`config.mk`:
```
export PLATFORM = sky130hd
export DESIGN_NAME = i2c_paged_reg_slave
export DESIGN_NICKNAME = d
export VERILOG_FILES = /design/src/rtl/i2c_paged_reg_slave.sv
export SDC_FILE = /design/constraint.sdc
export NUM_CORES = 1
export LEC_CHECK = 0
export CORE_MARGIN = 2
export CORE_UTILIZATION = 49
export CTS_CLUSTER_SIZE = 10
export DETAILED_ROUTE_END_ITERATION = 12
export PLACE_DENSITY = 0.79
export SETUP_SLACK_MARGIN = 0.3
export SLEW_MARGIN = 30
export SYNTH_ARGS = -nofsm -noshare
export SYNTH_HDL_FRONTEND = slang
export SYNTH_SLANG_ARGS = --single-unit
export TNS_END_PERCENT = 50
```
`constraint.sdc`:
```
create_clock -name clk -period 2 [get_ports clk]
set_input_delay 0.3 -clock clk [delete_from_list [all_inputs] [get_ports clk]]
set_output_delay 0.3 -clock clk [all_outputs]
set_load 0.01 [all_outputs]
```
`src/rtl/i2c_paged_reg_slave.sv`:
```
// Write-only paged I2C register slave; write strobe 1 clk after the detected SCL rise of bit 8.
// No backpressure: every addressed byte is ACKed, and a mismatched address is ignored until START/STOP.
module i2c_paged_reg_slave #(
  parameter logic [6:0] SADR     = 7'b0010000,
  parameter logic [7:0] PAGE_CMD = 8'h01,
  parameter int         SYNC_STG = 2
) (
  input  logic        clk,
  input  logic        reset_n,
  input  logic        scl_i,
  input  logic        sda_i,
  output logic        sda_oe,
  output logic        wr_valid,
  output logic [15:0] wr_addr,
  output logic [7:0]  wr_data,
  output logic [7:0]  page,
  output logic        busy,
  output logic        xfer_done
);

  typedef enum logic [2:0] {IDLE, ADDR, ADDR_ACK, BYTE, BYTE_ACK, IGNORE} state_t;

  state_t state, state_nx;

  logic [SYNC_STG-1:0] scl_sync, sda_sync;
  logic scl_s, sda_s, scl_d, sda_d;
  logic scl_rise, scl_fall, start, stop;
  logic [2:0] bit_cnt;
  logic [6:0] shreg;
  logic [7:0] byte_in;
  logic [1:0] byte_idx;
  logic       pmode;
  logic [7:0] reg_ptr;
  logic       ack_drive;
  logic       shifting, in_ack, byte_done;

  // Synchronizers reset to the idle-bus level so release from reset never looks like an edge
  always_ff @(posedge clk or negedge reset_n) begin
    if (!reset_n) begin
      scl_sync <= '1;
      sda_sync <= '1;
      scl_d    <= 1'b1;
      sda_d    <= 1'b1;
    end else begin
      scl_sync <= {scl_sync[SYNC_STG-2:0], scl_i};
      sda_sync <= {sda_sync[SYNC_STG-2:0], sda_i};
      scl_d    <= scl_s;
      sda_d    <= sda_s;
    end
  end

  assign scl_s     = scl_sync[SYNC_STG-1];
  assign sda_s     = sda_sync[SYNC_STG-1];
  assign scl_rise  = scl_s & ~scl_d;
  assign scl_fall  = ~scl_s & scl_d;
  assign start     = scl_s & scl_d & sda_d & ~sda_s;
  assign stop      = scl_s & scl_d & ~sda_d & sda_s;
  assign byte_in   = {shreg, sda_s};
  assign shifting  = (state == ADDR) || (state == BYTE);
  assign in_ack    = (state == ADDR_ACK) || (state == BYTE_ACK);
  assign byte_done = shifting && scl_rise && (bit_cnt == 3'd7);

  always_ff @(posedge clk or negedge reset_n) begin
    if (!reset_n) state <= IDLE;
    else          state <= state_nx;
  end

  always_comb begin
    state_nx = state;
    if (start) begin
      state_nx = ADDR;
    end else if (stop) begin
      state_nx = IDLE;
    end else begin
      case (state)
        ADDR:     if (byte_done) state_nx = (byte_in == {SADR, 1'b0}) ? ADDR_ACK : IGNORE;
        ADDR_ACK: if (scl_fall && ack_drive) state_nx = BYTE;
        BYTE:     if (byte_done) state_nx = BYTE_ACK;
        BYTE_ACK: if (scl_fall && ack_drive) state_nx = BYTE;
        default:  state_nx = state;
      endcase
    end
  end

  // ACK is dropped combinationally on a bus condition so the line is free in the same clk
  always_comb begin
    sda_oe = ack_drive & ~start & ~stop;
    busy   = (state == ADDR_ACK) || (state == BYTE) || (state == BYTE_ACK);
  end

  always_ff @(posedge clk or negedge reset_n) begin
    if (!reset_n) begin
      bit_cnt   <= 3'd0;
      shreg     <= 7'd0;
      byte_idx  <= 2'd0;
      pmode     <= 1'b0;
      reg_ptr   <= 8'h00;
      page      <= 8'h00;
      ack_drive <= 1'b0;
      wr_valid  <= 1'b0;
      wr_addr   <= 16'h0000;
      wr_data   <= 8'h00;
      xfer_done <= 1'b0;
    end else begin
      wr_valid  <= 1'b0;
      xfer_done <= 1'b0;
      if (start || stop) begin
        bit_cnt   <= 3'd0;
        byte_idx  <= 2'd0;
        pmode     <= 1'b0;
        ack_drive <= 1'b0;
        xfer_done <= stop & busy;
      end else begin
        if (shifting && scl_rise) begin
          shreg   <= byte_in[6:0];
          bit_cnt <= bit_cnt + 3'd1;
        end
        if (byte_done && state == BYTE) begin
          if (byte_idx == 2'd0) begin
            if (byte_in == PAGE_CMD) begin
              pmode <= 1'b1;
            end else begin
              reg_ptr <= byte_in;
              pmode   <= 1'b0;
            end
          end else if (pmode) begin
            if (byte_idx == 2'd1) page <= byte_in;
          end else begin
            wr_valid <= 1'b1;
            wr_addr  <= {page, reg_ptr};
            wr_data  <= byte_in;
            reg_ptr  <= reg_ptr + 8'd1;
          end
          if (byte_idx != 2'd2) byte_idx <= byte_idx + 2'd1;
        end
        // First SCL fall in an ACK state starts driving, the second ends the ACK bit
        if (in_ack) begin
          if (scl_fall) ack_drive <= ~ack_drive;
        end else begin
          ack_drive <= 1'b0;
        end
      end
    end
  end

endmodule

```
==> reports/qor.yml <==
global_routing:
  antenna_found_initial: 0
  grt_max_degree: 66
  gr-usage-all-layers_pct: 20.8
  grt-ovfl-total: 0
  grt_first_pass_wirelength_um: 10300
  number_of_global_route_vias_before_repair: 2107
finish:
  nets: 316
  final.fill_count: 457
  register_area_mm2: 0.00163
  area_delta_synth_final_pct: 30.8
  multiInputGateArea_mm2: 0.00128
  antenna_cells_inserted: 0
  finalCoreUtilization_pct: 65.5
  post_route_cells_drive_above_1_share_pct: 27.3
timing:
  slew-limit-headroom_pct: 67.2
  final_total_negative_setup_slack_ps: 0
  rsz0062_at_grt: "yes"
  fin_crit_sh_pct: 90.5
  shortest_clock_period_the_worst_path_allows_after_layout_ps: 1810
  fmaxAchievable_mhz: 553
  fin_skew_ps: 8.87
  timing_max_transition_violations_final: 0
  timing.final.hold_violations: 0
  setup_viol: 0
  tightest_slew_ps: 485
clock_network:
  htreeDepth: 3
  clkTransAtPathRegs_ps: 70
  cts_tree: "built"
  tritoncts.num_buffers: 9
  numClockSinks: 65
  root_driver: "clkbuf_8"
  worst_skew_late_latency_ps: 350
  cts.path.max_buffers: 2
detailed_routing:
  detail_route.iter0.violations: 135
  drt-pass1-iter-count: 4
  drcViolationCount: 0
  ant_nets: 0
  routed_wirelength_um: 6370
  routed_via_density: 5.65
  via_count: 2181
  post_drt_wl_per_cell_um: 16.5
floorplanning:
  io_pins: 40
  design.die.area_mm2: 0.00658
  core_area_mm2: 0.00582
  num_rows: 28
  vert_die_dim_um: 81.1
  die_x_um: 81.1
  initial_utilization_pct: 50.1
pwr:
  power.density_mw_per_mm2: 819
  total_leakage_power_nw: 1.78
  vdd_drop_max_mv: 0.556
setup_path:
  critPathRequiredTime_ps: 2230
  timing.critical_path.depth: 5
  path_class: "flip-flop to flip-flop"
  r2r_setup_slack_ps: 190
  cp.buffers_inverters: 1
  critPathSlowestCell: "dfstp_2"
  cpLargestDelayFamily: "simple AND/OR/NAND/NOR gates"
  cp_cell_instances: "and4bb_2 -> nand3_4 -> nor3_4 -> buf_12 -> mux2_2"
  worstRegToRegCells: 5
  cp-start-kind: "flip-flop"
  startpoint: "scl_sync[1]"
  worst_ep_arrival_time_ps: 2040
  critPathMaxFanout: 20
  crit_path_max_incr_delay_ps: 530
  reg2reg_from: "scl_sync[1]"
  end_kind: "flip-flop"
worst_hold_path:
  holdCritStartpoint: "sda_sync[0]"
  hold_path_class: "flip-flop to flip-flop"
  worst_hold_path.num_cells: 0
yosys:
  seq_area_frac_synth_pct: 56.1
  synth.net_count: 256
  number_of_instances_in_the_synthesized_netlist: 246
  yosys_register_bits: 65
  synth_edf_count: 0
  syn-cell-area_mm2: 0.00291
  synth_ff_type: "dfrtp_1"
  syn_area_per_cell_um2: 11.8
  yosysWarningCount: 0
  synthDistinctLibCells: 47
  ys_async_sr_fraction_pct: 100
place:
  gp_congestion: 0.855
  dp_wirelength_um: 4010
  placement.io_buffers: 39
status:
  result_of_the_run: "finished clean"
run:
  cap_viol_max_count: 0
==> where the power goes <==
part           switching [W]  internal, W
registers           0.000149      0.00140
logic               0.000185     0.000141
clock network       0.000533     0.000709
==> synthesized netlist by cell type (2+ instances only) <==
cell type / n / area share [%]
a21oi_1: 4 / 0.69
o211ai_1: 2 / 0.52
mux2i_1: 3 / 1.0
nor3_4: 2 / 1.1
and3_1: 2 / 0.43
nand4b_1: 2 / 0.60
buf_2: 4 / 0.69
nor3_1: 3 / 0.52
nand2_1: 35 / 4.5
a2bb2oi_1: 2 / 0.60
or3_1: 2 / 0.43
inv_1: 4 / 0.52
nor2b_1: 4 / 0.86
a31oi_1: 2 / 0.43
o22ai_1: 2 / 0.43
and2_1: 3 / 0.64
dfstp_2: 6 / 5.4
nand3_1: 8 / 1.4
o21ai_0: 11 / 1.9
dfrtp_1: 59 / 51
buf_6: 2 / 0.77
mux2_2: 23 / 8.9
xor2_1: 2 / 0.60
o31a_1: 2 / 0.60
ha_1: 6 / 2.6
mux2_1: 9 / 3.5
o31ai_1: 5 / 1.3
nor2_1: 9 / 1.2
nor3b_1: 2 / 0.52
nor4b_1: 2 / 0.60
clkbuf_1: 6 / 0.77
nand2b_1: 3 / 0.64
==> per-stage QoR <==
stage / hold slack, ps / instance area (um^2) / setup slack (ps) / power, W / std cells
floorplan: 4.41 / 2930 / 127 / 0.00169 / 246
finish: 357 / 3810 / 191 / 0.00312 / 386
detailed placement: 336 / 3480 / 105 / 0.00183 / 363
global placement: 335 / 3480 / 168 / 0.00181 / 363
CTS: 354 / 3770 / 193 / 0.00310 / 386
global route: 355 / 3810 / 115 / 0.00324 / 386
==> flip-flops by register name, summed over array words and instances, names as in the netlist <==
register   cells
ack_drive      1
bit_cnt        3
byte_idx       2
page           8
pmode          1
reg_ptr        8
scl_d          1
scl_sync       2
sda_d          1
sda_sync       2
shreg          7
state          3
wr_addr       16
wr_data        8
wr_valid       1
xfer_done      1
==> placed cells by master, fill, tap and decap left out, drive strengths merged, types with 2 or more instances in the layout <==
cell,n
or3,2
dfstp,6
a31oi,2
o21ai,11
inv,5
mux2,32
nor3,5
nor4b,2
nor2,9
o31a,2
mux2i,3
a2bb2oi,2
and2,3
nand2b,3
nor2b,4
clkbuf,10
nor3b,2
o31ai,5
clkdlybuf4s50,36
xor2,2
o211ai,2
buf,23
and3,2
ha,6
a21oi,4
bufinv,2
o22ai,2
dfrtp,59
nand2,35
clkinv,3
nand3,9
a31o,2
nand4b,2
==> final timing paths <==
path / end
worst max-delay path: wr_addr[1]
worst min-delay path: sda_sync[1]
worst max register to register: wr_addr[1]
worst min register to register: sda_sync[1]
max in group asynchronous: scl_sync[0]
min in group asynchronous: xfer_done
==> worst register-to-register path, cell delays in order (launching register included) <==
cell	delay [ps]
dfstp_2	530
and4bb_2	270
nand3_4	130
nor3_4	200
buf_12	210
mux2_2	370
==> logic make-up after synthesis <==
logic type	count (synthesis)	synth area share, %
flops	65	56.1
xor+xnor	3	0.902
simple gates	87	16.7
mux	35	13.4
fa+ha+maj	6	2.58
buf+inv	16	2.75
compound gates	34	7.60
==> per-layer routing <==
| metal | wire length [um] | track usage (%) |
|---|---|---|
| met4 | 192 | 11.5 |
| met1 | 2790 | 27.8 |
| met2 | 3070 | 31.0 |
| met3 | 318 | 5.33 |
| met5 | 0 | 0 |
==> final cells by class <==
cell class | instances | share of cell area, %
multi-input cells | 166 | 33.7
clock buffers | 10 | 3.35
inverters | 4 | 0.394
flip-flops and latches | 65 | 42.9
clock inverters | 6 | 2.40
well taps | 75 | 2.46
repair buffers | 60 | 14.8
==> timing repair <==
| item | 4_1_cts | 5_1_grt |
|---|---|---|
| endpoints found under the setup margin | 44 | 45 |
| setup buffers | 5 | 0 |
| hold buffers | 1 | 0 |
| pin swaps | 2 | 0 |
| hold endpoints to repair | 59 | 0 |
| resized for setup | 14 | 10 |
| gates cloned | 1 | 0 |
No activity file was read; power rests on OpenSTA's default activity.
==> edit, RTL diff (same settings) <==
Re-encode `state_t` (6 states) as one-hot, 6 bits wide.
--- a/src/rtl/i2c_paged_reg_slave.sv
+++ b/src/rtl/i2c_paged_reg_slave.sv
@@ -19,5 +19,5 @@
 );
 
-  typedef enum logic [2:0] {IDLE, ADDR, ADDR_ACK, BYTE, BYTE_ACK, IGNORE} state_t;
+  typedef enum logic [5:0] {IDLE = 6'b000001, ADDR = 6'b000010, ADDR_ACK = 6'b000100, BYTE = 6'b001000, BYTE_ACK = 6'b010000, IGNORE = 6'b100000} state_t;
 
   state_t state, state_nx;
Formal check against the unedited RTL: no difference found for any inputs over 10 cycles, from zero or initial values and one cycle with reset_n low; not proved beyond that.
==> edit against the unedited design <==
Final area rose by 9.5%; core utilization rose by 5.0 points; worst setup slack lost 0.067 ns; synthesized area rose by 3.0%; sequential cell count grew 3; clock power fell by 11%; critical path depth down 1; hold slack worse by 0.0019 ns; die area is 2.9% higher; power down 12%; first-iteration DRC count increased by 6.7%; sequential share of layout area shrank 1.8 points; wire length grew 9.4%; sequential power fell by 6%; highest routed layer unchanged.
==> edit: results (changes against the unedited design) <==
| Metric | Value |
|---|---|
| Crit path DAT | `1.58 ns (-0.46 ns)` |
| GRT Overall Usage | `22.7% (+1.9 points)` |
| Clock Skew | `0.0117 ns (+0.00284 ns)` |
| Final instance area | `4170 um2 (+9.5%)` |
| Register area | `1710 um2 (+4.8%)` |
| Iteration-0 DRC Markers | `144 (+6.7%)` |
| Largest net degree at the start of global routing | `69 (+4.5%)` |
| VDD IR max | `0.500 mV (-10%)` |
| Vias in the first global route | `2237 (+6.2%)` |
| Port Buffer Count | `39 (unchanged)` |
| Sequential area share after synthesis | `57.0% (+0.88 points)` |
| Top post-synthesis cells by area | `dfrtp_1, mux2_2, dfstp_2` |
| ClkCell Share | `4.59% (-1.2 points)` |
| Post-synth net total | `243 (-5.1%)` |
| Crit-path max FO | `5 (-75%)` |
| NonClk Buf Share | `17.8% (+3.0 points)` |
| Top cells by count, synth | `dfrtp_1, mux2_2, nand2_1, nand3_1, nor2_1` |
| Leakage | `1.93 nW (+8.3%)` |
| Synth-to-Final Area Change | `39.1%` |
| RePlAce Congestion | `0.807 (-5.7%)` |
| Inverters | `6 (+2)` |
| Filler cell count | `385 (-16%)` |
| Detail Placement HPWL | `4.05 mm (+1.0%)` |
| Synth cell types | `39 (-17%)` |
| Nets | `322 (+1.9%)` |
| Clock Buffer Count | `15 (+5)` |
| Multi-input logic cell count | `152 (-8.4%)` |
| First-pass GRT wire length | `11.3 mm (+9.2%)` |
| Post-CTS setup buffer count | `19 (+14)` |
| Multi-input gate share of total cell area | `33.8% (+0.037 points)` |
| Actual slew at the worst max-slew pin | `0.367 ns (-0.118 ns)` |
| Cells after synthesis | `233 (-5.3%)` |
| Non-clk bufs | `75 (+25%)` |
| Post-DP Area | `3550 um2 (+2.0%)` |
| Post-CTS resize count | `54 (+40)` |
| Placed cell count | `353 (-2.8%)` |
| Routed wire per std cell | `17.8 um (+7.7%)` |
| Vias | `2146 (-1.6%)` |
| Status | `finished, final reports clean` |
## edit: logic make-up (layout without fill, tap and decap cells)
logic type | Yosys count | after routing | share of synthesized area, %
flip-flops | 68 | 68 | 57.0
buffers and inverters | 13 | 97 | 2.75
multiplexers | 50 | 50 | 18.4
AO/OA/AOI/OAI | 23 | 23 | 5.25
adder cells (fa/ha/maj) | 6 | 6 | 2.50
XOR/XNOR | 4 | 4 | 1.17
AND/OR/NAND/NOR | 69 | 69 | 13.0
## edit: power breakdown
part	internal, mW	switching, mW	total (mW)
clock network	0.586	0.514	1.10
logic	0.0981	0.0978	0.196
registers	1.42	0.0417	1.46
## edit: worst paths after layout
kind                                        from                      end  slack [ns]  cells past startpoint
max in group asynchronous                reset_n    scl_sync[0]$_DFF_PN1_        1.16                      3
setup reg to reg            state[5]$_DFFE_PN0P_   reg_ptr[7]$_DFFE_PN0P_        0.14                      8
hold / removal             scl_sync[0]$_DFF_PN1_    scl_sync[1]$_DFF_PN1_        0.36                      0
setup / recovery           scl_sync[1]$_DFF_PN1_                   sda_oe        0.12                      4
min in group asynchronous                reset_n  wr_addr[15]$_DFFE_PN0P_        0.48                      3
hold reg to reg            scl_sync[0]$_DFF_PN1_    scl_sync[1]$_DFF_PN1_        0.36                      0
## edit: worst max-delay path: stages (launching register included)
cell and delay, ns:
dfstp_2 0.56, nand2_2 0.10, a21o_1 0.19, and2_1 0.16, clkdlybuf4s15_2 0.22
## edit: per-layer routing
metal | global-route usage [%] | vias up | share of wire, %
met3 | 4.67 | 9 | 3.6
met4 | 10.8 | 0 | 1.7
met5 | 0 | - | 0
met2 | 36.6 | 52 | 50
li1 | - | 993 | -
met1 | 29.2 | 1092 | 45
